## src/rtl/uart_cmd_responder_if.sv

```systemverilog
// Bundles the UART byte handshake and memory bus seen by the command responder.
// master = responder side, slave = UART pair / memory side.
interface uart_cmd_responder_if #(
    parameter int ADDR_W = 16
);
    logic [7:0]        rx_data;
    logic              rx_valid;
    logic [7:0]        tx_byte;
    logic              tx_start;
    logic              tx_busy;
    logic              mem_req;
    logic              mem_we;
    logic [ADDR_W-1:0] mem_addr;
    logic [7:0]        mem_wdata;
    logic [7:0]        mem_rdata;
    logic              mem_ack;
    logic              frame_err;
    logic [7:0]        drop_cnt;

    modport master (
        input  rx_data, rx_valid, tx_busy, mem_rdata, mem_ack,
        output tx_byte, tx_start, mem_req, mem_we, mem_addr, mem_wdata, frame_err, drop_cnt
    );

    modport slave (
        output rx_data, rx_valid, tx_busy, mem_rdata, mem_ack,
        input  tx_byte, tx_start, mem_req, mem_we, mem_addr, mem_wdata, frame_err, drop_cnt
    );
endinterface

```

## src/rtl/uart_cmd_responder.sv

```systemverilog
// Host command responder: decodes READ/WRITE byte frames from the UART receiver,
// performs a single memory access and returns the reply through the UART transmitter.
module uart_cmd_responder #(
    parameter int ADDR_W       = 16,
    parameter int TIMEOUT_CLKS = 43400
) (
    input  logic                 clk,
    input  logic                 rst,
    uart_cmd_responder_if.master bus
);
    localparam logic [7:0] CMD_RD  = 8'h52;
    localparam logic [7:0] CMD_WR  = 8'h57;
    localparam logic [7:0] RSP_ACK = 8'h41;
    localparam logic [7:0] RSP_NAK = 8'h4E;
    localparam int         TW      = $clog2(TIMEOUT_CLKS + 1);

    typedef enum logic [2:0] {
        IDLE, ADDR_HI, ADDR_LO, WDATA, MEM, TX_START, TX_WAIT_HI, TX_WAIT_LO
    } state_t;

    state_t            state_reg, state_next;
    logic [7:0]        addr_hi_reg, addr_hi_next;
    logic [ADDR_W-1:0] mem_addr_reg, mem_addr_next;
    logic [7:0]        mem_wdata_reg, mem_wdata_next;
    logic              mem_we_reg, mem_we_next;
    logic              mem_req_reg, mem_req_next;
    logic [7:0]        tx_byte_reg, tx_byte_next;
    logic [7:0]        reply_hi_reg, reply_hi_next;
    logic              more_reg, more_next;
    logic              frame_err_reg, frame_err_next;
    logic [7:0]        drop_cnt_reg, drop_cnt_next;
    logic [TW-1:0]     timer_reg, timer_next;
    logic [15:0]       full_addr;

    assign full_addr = {addr_hi_reg, bus.rx_data};

    always_ff @(posedge clk) begin
        if (rst) begin
            state_reg     <= IDLE;
            addr_hi_reg   <= '0;
            mem_addr_reg  <= '0;
            mem_wdata_reg <= '0;
            mem_we_reg    <= 1'b0;
            mem_req_reg   <= 1'b0;
            tx_byte_reg   <= '0;
            reply_hi_reg  <= '0;
            more_reg      <= 1'b0;
            frame_err_reg <= 1'b0;
            drop_cnt_reg  <= '0;
            timer_reg     <= '0;
        end else begin
            state_reg     <= state_next;
            addr_hi_reg   <= addr_hi_next;
            mem_addr_reg  <= mem_addr_next;
            mem_wdata_reg <= mem_wdata_next;
            mem_we_reg    <= mem_we_next;
            mem_req_reg   <= mem_req_next;
            tx_byte_reg   <= tx_byte_next;
            reply_hi_reg  <= reply_hi_next;
            more_reg      <= more_next;
            frame_err_reg <= frame_err_next;
            drop_cnt_reg  <= drop_cnt_next;
            timer_reg     <= timer_next;
        end
    end

    always_comb begin
        state_next     = state_reg;
        addr_hi_next   = addr_hi_reg;
        mem_addr_next  = mem_addr_reg;
        mem_wdata_next = mem_wdata_reg;
        mem_we_next    = mem_we_reg;
        mem_req_next   = mem_req_reg;
        tx_byte_next   = tx_byte_reg;
        reply_hi_next  = reply_hi_reg;
        more_next      = more_reg;
        frame_err_next = 1'b0;
        drop_cnt_next  = drop_cnt_reg;
        timer_next     = timer_reg;

        // Bytes arriving while busy with memory or the reply are overruns.
        if (bus.rx_valid && (state_reg == MEM || state_reg == TX_START ||
                             state_reg == TX_WAIT_HI || state_reg == TX_WAIT_LO)) begin
            if (drop_cnt_reg != 8'hFF) begin
                drop_cnt_next = drop_cnt_reg + 8'd1;
            end
        end

        case (state_reg)
            IDLE: begin
                if (bus.rx_valid) begin
                    timer_next = '0;
                    if (bus.rx_data == CMD_RD || bus.rx_data == CMD_WR) begin
                        mem_we_next = (bus.rx_data == CMD_WR);
                        state_next  = ADDR_HI;
                    end else begin
                        tx_byte_next   = RSP_NAK;
                        more_next      = 1'b0;
                        frame_err_next = 1'b1;
                        state_next     = TX_START;
                    end
                end
            end
            ADDR_HI, ADDR_LO, WDATA: begin
                // A byte in the expiry cycle wins over the timeout.
                if (bus.rx_valid) begin
                    timer_next = '0;
                    if (state_reg == ADDR_HI) begin
                        addr_hi_next = bus.rx_data;
                        state_next   = ADDR_LO;
                    end else if (state_reg == ADDR_LO) begin
                        mem_addr_next = full_addr[ADDR_W-1:0];
                        if (mem_we_reg) begin
                            state_next = WDATA;
                        end else begin
                            mem_req_next = 1'b1;
                            state_next   = MEM;
                        end
                    end else begin
                        mem_wdata_next = bus.rx_data;
                        mem_req_next   = 1'b1;
                        state_next     = MEM;
                    end
                end else if (timer_reg == TW'(TIMEOUT_CLKS - 1)) begin
                    frame_err_next = 1'b1;
                    state_next     = IDLE;
                end else begin
                    timer_next = timer_reg + TW'(1);
                end
            end
            MEM: begin
                if (bus.mem_ack) begin
                    mem_req_next  = 1'b0;
                    reply_hi_next = bus.mem_rdata;
                    more_next     = !mem_we_reg;
                    tx_byte_next  = RSP_ACK;
                    state_next    = TX_START;
                end
            end
            TX_START: begin
                if (!bus.tx_busy) begin
                    state_next = TX_WAIT_HI;
                end
            end
            TX_WAIT_HI: begin
                if (bus.tx_busy) begin
                    state_next = TX_WAIT_LO;
                end
            end
            TX_WAIT_LO: begin
                if (!bus.tx_busy) begin
                    if (more_reg) begin
                        more_next    = 1'b0;
                        tx_byte_next = reply_hi_reg;
                        state_next   = TX_START;
                    end else begin
                        state_next = IDLE;
                    end
                end
            end
            default: state_next = IDLE;
        endcase
    end

    // tx_start is decoded from state so the first reply byte goes out the clock after mem_ack.
    assign bus.tx_start  = (state_reg == TX_START) && !bus.tx_busy;
    assign bus.tx_byte   = tx_byte_reg;
    assign bus.mem_req   = mem_req_reg;
    assign bus.mem_we    = mem_we_reg;
    assign bus.mem_addr  = mem_addr_reg;
    assign bus.mem_wdata = mem_wdata_reg;
    assign bus.frame_err = frame_err_reg;
    assign bus.drop_cnt  = drop_cnt_reg;
endmodule

```

## src/flat_wrapper.sv

```systemverilog
// flat-port wrapper written by rule: the top's interface ports become plain ports
module uart_cmd_responder_flat 
#(
    parameter int ADDR_W       = 16,
    parameter int TIMEOUT_CLKS = 43400
)
  (clk, rst, bus_rx_data, bus_rx_valid, bus_tx_busy, bus_mem_rdata, bus_mem_ack, bus_tx_byte, bus_tx_start, bus_mem_req, bus_mem_we, bus_mem_addr, bus_mem_wdata, bus_frame_err, bus_drop_cnt);
  uart_cmd_responder_if #(.ADDR_W(ADDR_W)) bus_i ();
  input  logic clk;
  input  logic rst;
  input wire logic [$bits(bus_i.rx_data)-1:0] bus_rx_data;
  input wire logic [$bits(bus_i.rx_valid)-1:0] bus_rx_valid;
  input wire logic [$bits(bus_i.tx_busy)-1:0] bus_tx_busy;
  input wire logic [$bits(bus_i.mem_rdata)-1:0] bus_mem_rdata;
  input wire logic [$bits(bus_i.mem_ack)-1:0] bus_mem_ack;
  output wire logic [$bits(bus_i.tx_byte)-1:0] bus_tx_byte;
  output wire logic [$bits(bus_i.tx_start)-1:0] bus_tx_start;
  output wire logic [$bits(bus_i.mem_req)-1:0] bus_mem_req;
  output wire logic [$bits(bus_i.mem_we)-1:0] bus_mem_we;
  output wire logic [$bits(bus_i.mem_addr)-1:0] bus_mem_addr;
  output wire logic [$bits(bus_i.mem_wdata)-1:0] bus_mem_wdata;
  output wire logic [$bits(bus_i.frame_err)-1:0] bus_frame_err;
  output wire logic [$bits(bus_i.drop_cnt)-1:0] bus_drop_cnt;
  assign bus_i.rx_data = bus_rx_data;
  assign bus_i.rx_valid = bus_rx_valid;
  assign bus_i.tx_busy = bus_tx_busy;
  assign bus_i.mem_rdata = bus_mem_rdata;
  assign bus_i.mem_ack = bus_mem_ack;
  assign bus_tx_byte = bus_i.tx_byte;
  assign bus_tx_start = bus_i.tx_start;
  assign bus_mem_req = bus_i.mem_req;
  assign bus_mem_we = bus_i.mem_we;
  assign bus_mem_addr = bus_i.mem_addr;
  assign bus_mem_wdata = bus_i.mem_wdata;
  assign bus_frame_err = bus_i.frame_err;
  assign bus_drop_cnt = bus_i.drop_cnt;
  uart_cmd_responder #(.ADDR_W(ADDR_W), .TIMEOUT_CLKS(TIMEOUT_CLKS)) u_core (.clk(clk), .rst(rst), .bus(bus_i));
endmodule
```

## config.mk

```make
export PLATFORM = sky130hd
export DESIGN_NAME = uart_cmd_responder_flat
export DESIGN_NICKNAME = d
export VERILOG_FILES = /design/src/rtl/uart_cmd_responder_if.sv /design/src/rtl/uart_cmd_responder.sv /design/src/flat_wrapper.sv
export SDC_FILE = /design/constraint.sdc
export NUM_CORES = 1
export LEC_CHECK = 0
export CAP_MARGIN = 25
export CORE_AREA = 10 10 108 110
export DETAILED_ROUTE_END_ITERATION = 8
export DIE_AREA = 0 0 118 120
export DONT_BUFFER_PORTS = 1
export PLACE_DENSITY = 0.59
export REMOVE_ABC_BUFFERS = 1
export SLEW_MARGIN = 20
export SYNTH_ARGS = -nofsm -noshare
export SYNTH_HDL_FRONTEND = slang
export SYNTH_SLANG_ARGS = --single-unit
```

## constraint.sdc

```tcl
create_clock -name clk -period 2.5 [get_ports clk]
set_clock_uncertainty 0.15 [all_clocks]
set_input_delay 0.375 -clock clk [delete_from_list [all_inputs] [get_ports clk]]
set_output_delay 0.375 -clock clk [all_outputs]
set_load 0.1 [all_outputs]
```

**After elaboration in Yosys (flattened, before gate mapping)**

Cells that the tools add are included.

- Flip-flop bits (word level): 79
- Bits of input ports: 21

- $add $sub $neg: 2
- Eq/ne operators: 23
- Mux-type cells: 39
- Bitwise logic cells: 2
- Reduce and logical (&&, ||, !) cells: 24

Operators with widths:

| operator | number |
|---|---|
| 16-bit two-way mux | 3 |
| 8-bit two-way mux | 5 |
| 3-bit two-way mux | 12 |
| 16-bit case mux with 2 select lines | 1 |
| 8-bit case mux with 3 select lines | 1 |
| 3-bit case mux with 6 select lines | 1 |
| 16-bit by 1-bit adder with 16-bit output, second input constant | 1 |
| 16-bit == test, second input constant | 1 |
| 8-bit by 7-bit == test with 1-bit output, second input constant | 2 |
| 2-bit inequality test, second input constant | 8 |
| 1-bit two-way mux | 13 |
| 3-bit == test, second input constant | 4 |
| 6-bit AND reduction | 2 |
| 5-bit AND reduction | 2 |
| 3-bit AND reduction | 3 |
| 8-bit by 1-bit adder with 8-bit output, second input constant | 1 |
| 8-bit inequality test, second input constant | 1 |
| 4-bit AND reduction | 2 |
| 3-bit by 2-bit == test with 1-bit output, second input constant | 2 |
| 3-bit inequality test, second input constant | 2 |
| 1-bit logical OR | 4 |
| 1-bit case mux with 2 select lines | 2 |
| 2-bit AND reduction | 2 |
| 2-bit nonzero test | 2 |
| 10 further kinds | 13 |

**Logic depth before layout (Yosys ltp)**

- Word-level depth: 6
- Gate-level depth with buffers: 7

**Least setup slack after synthesis**

No wires, ideal clock.

- Kind: reg2out
- Start point: register u_core.state_reg[2]
- End point: output port bus_tx_start
- Data arrival time: 2.953 ns
- Data required time: 1.975 ns
- Setup slack: -0.978 ns
- Stages on the path, launching flop included: 6
- Path buffers: 3
- Cells stage by stage: dfxtp_1 buf_2 buf_2 buf_2 nand2_1 nor3_1

- Cells in the longest elaborated chain, start to end: 2

RTL lines:

| element | RTL line | source |
|---|---|---|
| start, declared | uart_cmd_responder.sv:21 | `state_t state_reg, state_next;` |
| start signal, assigned | uart_cmd_responder.sv:52 | `state_reg <= state_next;` |
| 3-bit == test | uart_cmd_responder.sv:166 | `assign bus.tx_start = (state_reg == TX_START) && !bus.tx_busy;` |
| 1-bit logical AND | uart_cmd_responder.sv:166 |  |
| end, declared | flat_wrapper.sv:17 | `output wire logic [$bits(bus_i.tx_start)-1:0] bus_tx_start;` |

Every way passes these cells.

**Final worst setup path**

- Start point: register u_core.state_reg[0]
- End point: register u_core.reply_hi_reg[4]

- Cells in the longest elaborated chain, start to end: 2

RTL lines:

| element | RTL line | source |
|---|---|---|
| 3-bit == test | uart_cmd_responder.sv:89 | `case (state_reg)` |
| 2-bit AND reduction (no source line) | -- |  |
| end signal, assigned | uart_cmd_responder.sv:59 | `reply_hi_reg <= reply_hi_next;` |
| end, declared | uart_cmd_responder.sv:28 | `logic [7:0] reply_hi_reg, reply_hi_next;` |

Every way passes these cells.
A chain may end at the register's enable or synchronous reset.

==> summary.md <==
| Metric | Value |
|---|---|
| Netlist cell types | `49` |
| CTS root buf | `clkbuf_8` |
| Synth async-reset ratio | `0` |
| Arrival time of the worst setup path | `approximately 2.4 ns` |
| Comb pwr share | `0.287` |
| Remaining routing DRC violations | `0` |
| Worst flop-to-flop path endpoint | `u_core.reply_hi_reg[4]` |
| Post-synthesis instance total | `424` |
| Yosys synthesis warning count | `0` |
| Max-capacitance violation count | `0` |
| Number of H-tree branching levels | `3` |
| Net switching share of the total power | `0.359` |
| Worst setup slack for register-to-register paths | `0.19 ns` |
| Sinks on Clock Net | `a little under 80` |
| Slew margin rel. | `0.571` |
| Via Count | `3,105` |
| Wire length of the first global-routing pass | `15.5 mm` |
| Nets | `501` |
| Required time of the worst setup path | `2.59 ns` |
| Initial DRC count | `268` |
| Worst voltage drop across the vdd grid | `between 500 and 600 uV` |
| Highest attainable clock frequency | `between 400 and 500 MHz` |
| Worst hold-check slack | `0.00762 ns` |
| Reg-to-Reg Start | `u_core.state_reg[0]` |
| Top FF cell, synth | `dfxtp_1` |
| Static leakage power | `1.61 nW` |
| Core ar. | `approximately 9500 sq um` |
| Count of endpoints failing hold in the final timing report | `0` |
| Global-route usage over all layers | `0.132` |
| Count of buffers from port buffering | `0` |
| Fin crit period | `2.31 ns` |
| Final clock period utilization by the worst path | `0.925` |
| Post-synthesis sequential area ratio | `0.455` |
| Total instance count after detailed placement | `about 580` |
| IO Pins | `between 60 and 70` |
| Number of standard-cell rows in the floorplan | `36` |
| CTS tree | `done` |
| Insertion delay of the later-clocked pin in the worst-skew pair | `0.35 ns` |
| Worst hold path depth | `2` |
| Cell-internal power | `2.11 mW` |
| Register share of total power | `0.429` |
| Post CTS Setup Buffer Count | `0` |
| Maximum number of buffers from clock root to sink | `2` |
| Final routed wirelength across all metal layers | `between 9 and 10 mm` |
| Count of fill cells added during filler insertion | `990` |
| Overflow after GRT | `0` |
| Most common library cell in the layout ignoring fill and taps | `nand2_1` |
| Horizontal extent of the die | `118 microns` |
| Critical Setup Path Class | `reg -> reg` |
| Worst setup SP type | `flop` |
| Syn Std Cell Area | `approximately 3500 sq um` |
| Antenna-violating nets left | `0` |
| HPWL after detailed placement | `6.23 mm` |
| Final core area utilization | `0.454` |
| Worst Hold Path EP | `u_core.reply_hi_reg[6]` |
| Outcome | `completed` |
| Synthesis-to-finish area growth | `24.5%` |
| R2R cell count | `6` |
| Max-slew violation count | `0` |
| WL/cell | `15.0 microns` |
| RSZ-0062 raised after global routing | `no` |
| EDFF count, synth | `0` |
| Total power density per cell area | `762 nW/um^2` |
| Via count of the first global-routing pass | `2,990` |
| Fraction of layout instances using a drive strength above 1 | `0.168` |
| Highest-count cells in the layout ignoring fill and taps | `85 x nand2_1, 79 x dfxtp_1, 51 x buf_4, 44 x a21oi_1, 34 x nor2_1` |
| Flop and latch count out of synthesis | `79` |
| Min-Delay Path Class | `in -> reg` |
| Final Total Pwr | `3.30 mW` |
| Post-route insts no fill | `approximately 620` |
| Overall die area | `14,200 sq um` |
| Initial Utilization | `0.364` |
| Largest cells by area after synthesis | `dfxtp_1 45%, nand2_1 9.2%, a21oi_1 6.3%` |
| CTS buffer count | `9` |
| P_sw | `1.19 mW` |
| Most area-hungry cell type in the Yosys netlist | `dfxtp_1` |
| Slew of the pin with the lowest slew margin | `roughly 0.64 ns` |
| Final setup vio count | `0` |
| Pin count of the biggest net entering global routing | `58` |
| Antenna violations before repair | `0` |
| Worst Hold Launch | `bus_mem_rdata[6]` |
| Final estimated routing congestion in global placement | `0.873` |
| Area share of the largest cell type after synthesis | `0.455` |
| Diode insertion count for antenna repair | `0` |
| Clock transition at path regs | `about 0.070 ns` |
| Via-to-Cell Ratio | `5.05` |
| Setup crit end kind | `flop` |
| Post-Syn Area per Cell | `8.20 sq um` |
| Die height | `roughly 120 microns` |
| Clock network fraction of total power | `0.284` |
| Length of the first detailed-routing pass in iterations | `4` |
| Setup TNS | `0 ns` |
| Largest driver fanout on the critical path | `16` |
[cell usage after synthesis (2+ instances only)]
library cell  count
and3_1            8
nor3_1           20
ha_1              2
a211oi_1          3
a21oi_1          44
xor2_1            8
clkbuf_1         13
a31o_2            4
nor2_1           35
nor4_1            2
a22o_1            2
o21ai_0          16
buf_2             8
buf_1             2
a21boi_0          2
nand3_1          14
and4_1            3
a41oi_1           3
nor4bb_1          3
a31o_1            2
nand4_1           7
dfxtp_1          79
or3_1             5
nand2_1          85
nor2b_1           4
mux2i_1          13
nand2b_1          3
inv_1             6
a31oi_1           3
nor4b_1           3
xnor2_1           4
[per-layer routing]
| metal | up-vias | wire length (microns) | track usage |
|---|---|---|---|
| met5 | - | 0 | 0 |
| li1 | 1598 | - | - |
| met1 | 1440 | 3990 | 0.159 |
| met3 | 9 | 683 | 0.0530 |
| met4 | 0 | 112 | 0.0487 |
| met2 | 58 | 4460 | 0.210 |
[stage by stage]
stage / setup slack (ns) / area [sq um]
6_report: 0.188 / 4330
3_3_place_gp: 0.419 / 3960
4_1_cts: 0.0757 / 4330
2_1_floorplan: -0.902 / 3360
5_1_grt: 0.0241 / 4330
3_5_place_dp: 0.379 / 3960
[power by group through the flow]
stage | Clock (mW) | Sequential (mW) | Combinational, mW
floorplan | 0 | 1.75 | 0.367
global placement | 0 | 1.44 | 0.891
detailed placement | 0 | 1.44 | 0.904
CTS | 0.963 | 1.41 | 0.951
global route | 1.02 | 1.43 | 1.04
finish | 0.936 | 1.42 | 0.948
[cell type report]
type | count | area, sq um | area share
clock buffer | 12 | 145 | 0.0335
tap | 133 | 166 | 0.0384
sequential | 79 | 1580 | 0.365
clock inverter | 3 | 43.8 | 0.0101
multi-input combinational | 314 | 1780 | 0.412
inverter | 6 | 22.5 | 0.00520
timing repair buffer | 68 | 588 | 0.136
[kinds of logic after synthesis]
group / Yosys count / synth area share
buffers and inverters: 31 / 0.0396
multiplexers: 14 / 0.0406
flip-flops: 79 / 0.455
adder cells (fa/ha/maj): 2 / 0.00719
XOR/XNOR: 12 / 0.0302
AND/OR/NAND/NOR: 200 / 0.280
AO/OA/AOI/OAI: 86 / 0.148
[worst max path at each step]
stage                        startpoint                      to  slack, ns  cells past startpoint
global placement    u_core.state_reg[1]    u_core.timer_reg[14]       0.42                      4
finish              u_core.state_reg[0]  u_core.reply_hi_reg[4]       0.19                      6
global route        u_core.state_reg[0]  u_core.reply_hi_reg[4]       0.02                      6
detailed placement  u_core.state_reg[0]    u_core.timer_reg[14]       0.38                      5
floorplan           u_core.state_reg[2]            bus_tx_start      -0.90                      2
CTS                 u_core.state_reg[0]  u_core.reply_hi_reg[4]       0.08                      6
[what timing repair did]
item	4_1_cts	5_1_grt
resized for setup	0	1
setup endpoints to repair	0	1
hold buffers	16	0
endpoints found under the hold margin	57	0
[worst max-delay path, stage by stage, from the launching register on]
cell	delay [ns]
dfxtp_1	0.40
buf_4	0.22
nor2_2	0.29
nand3_1	0.34
nand2_1	0.16
a21oi_1	0.07
dlygate4sd3_1	0.56
Note: power is estimated with default switching activity, not from simulation.
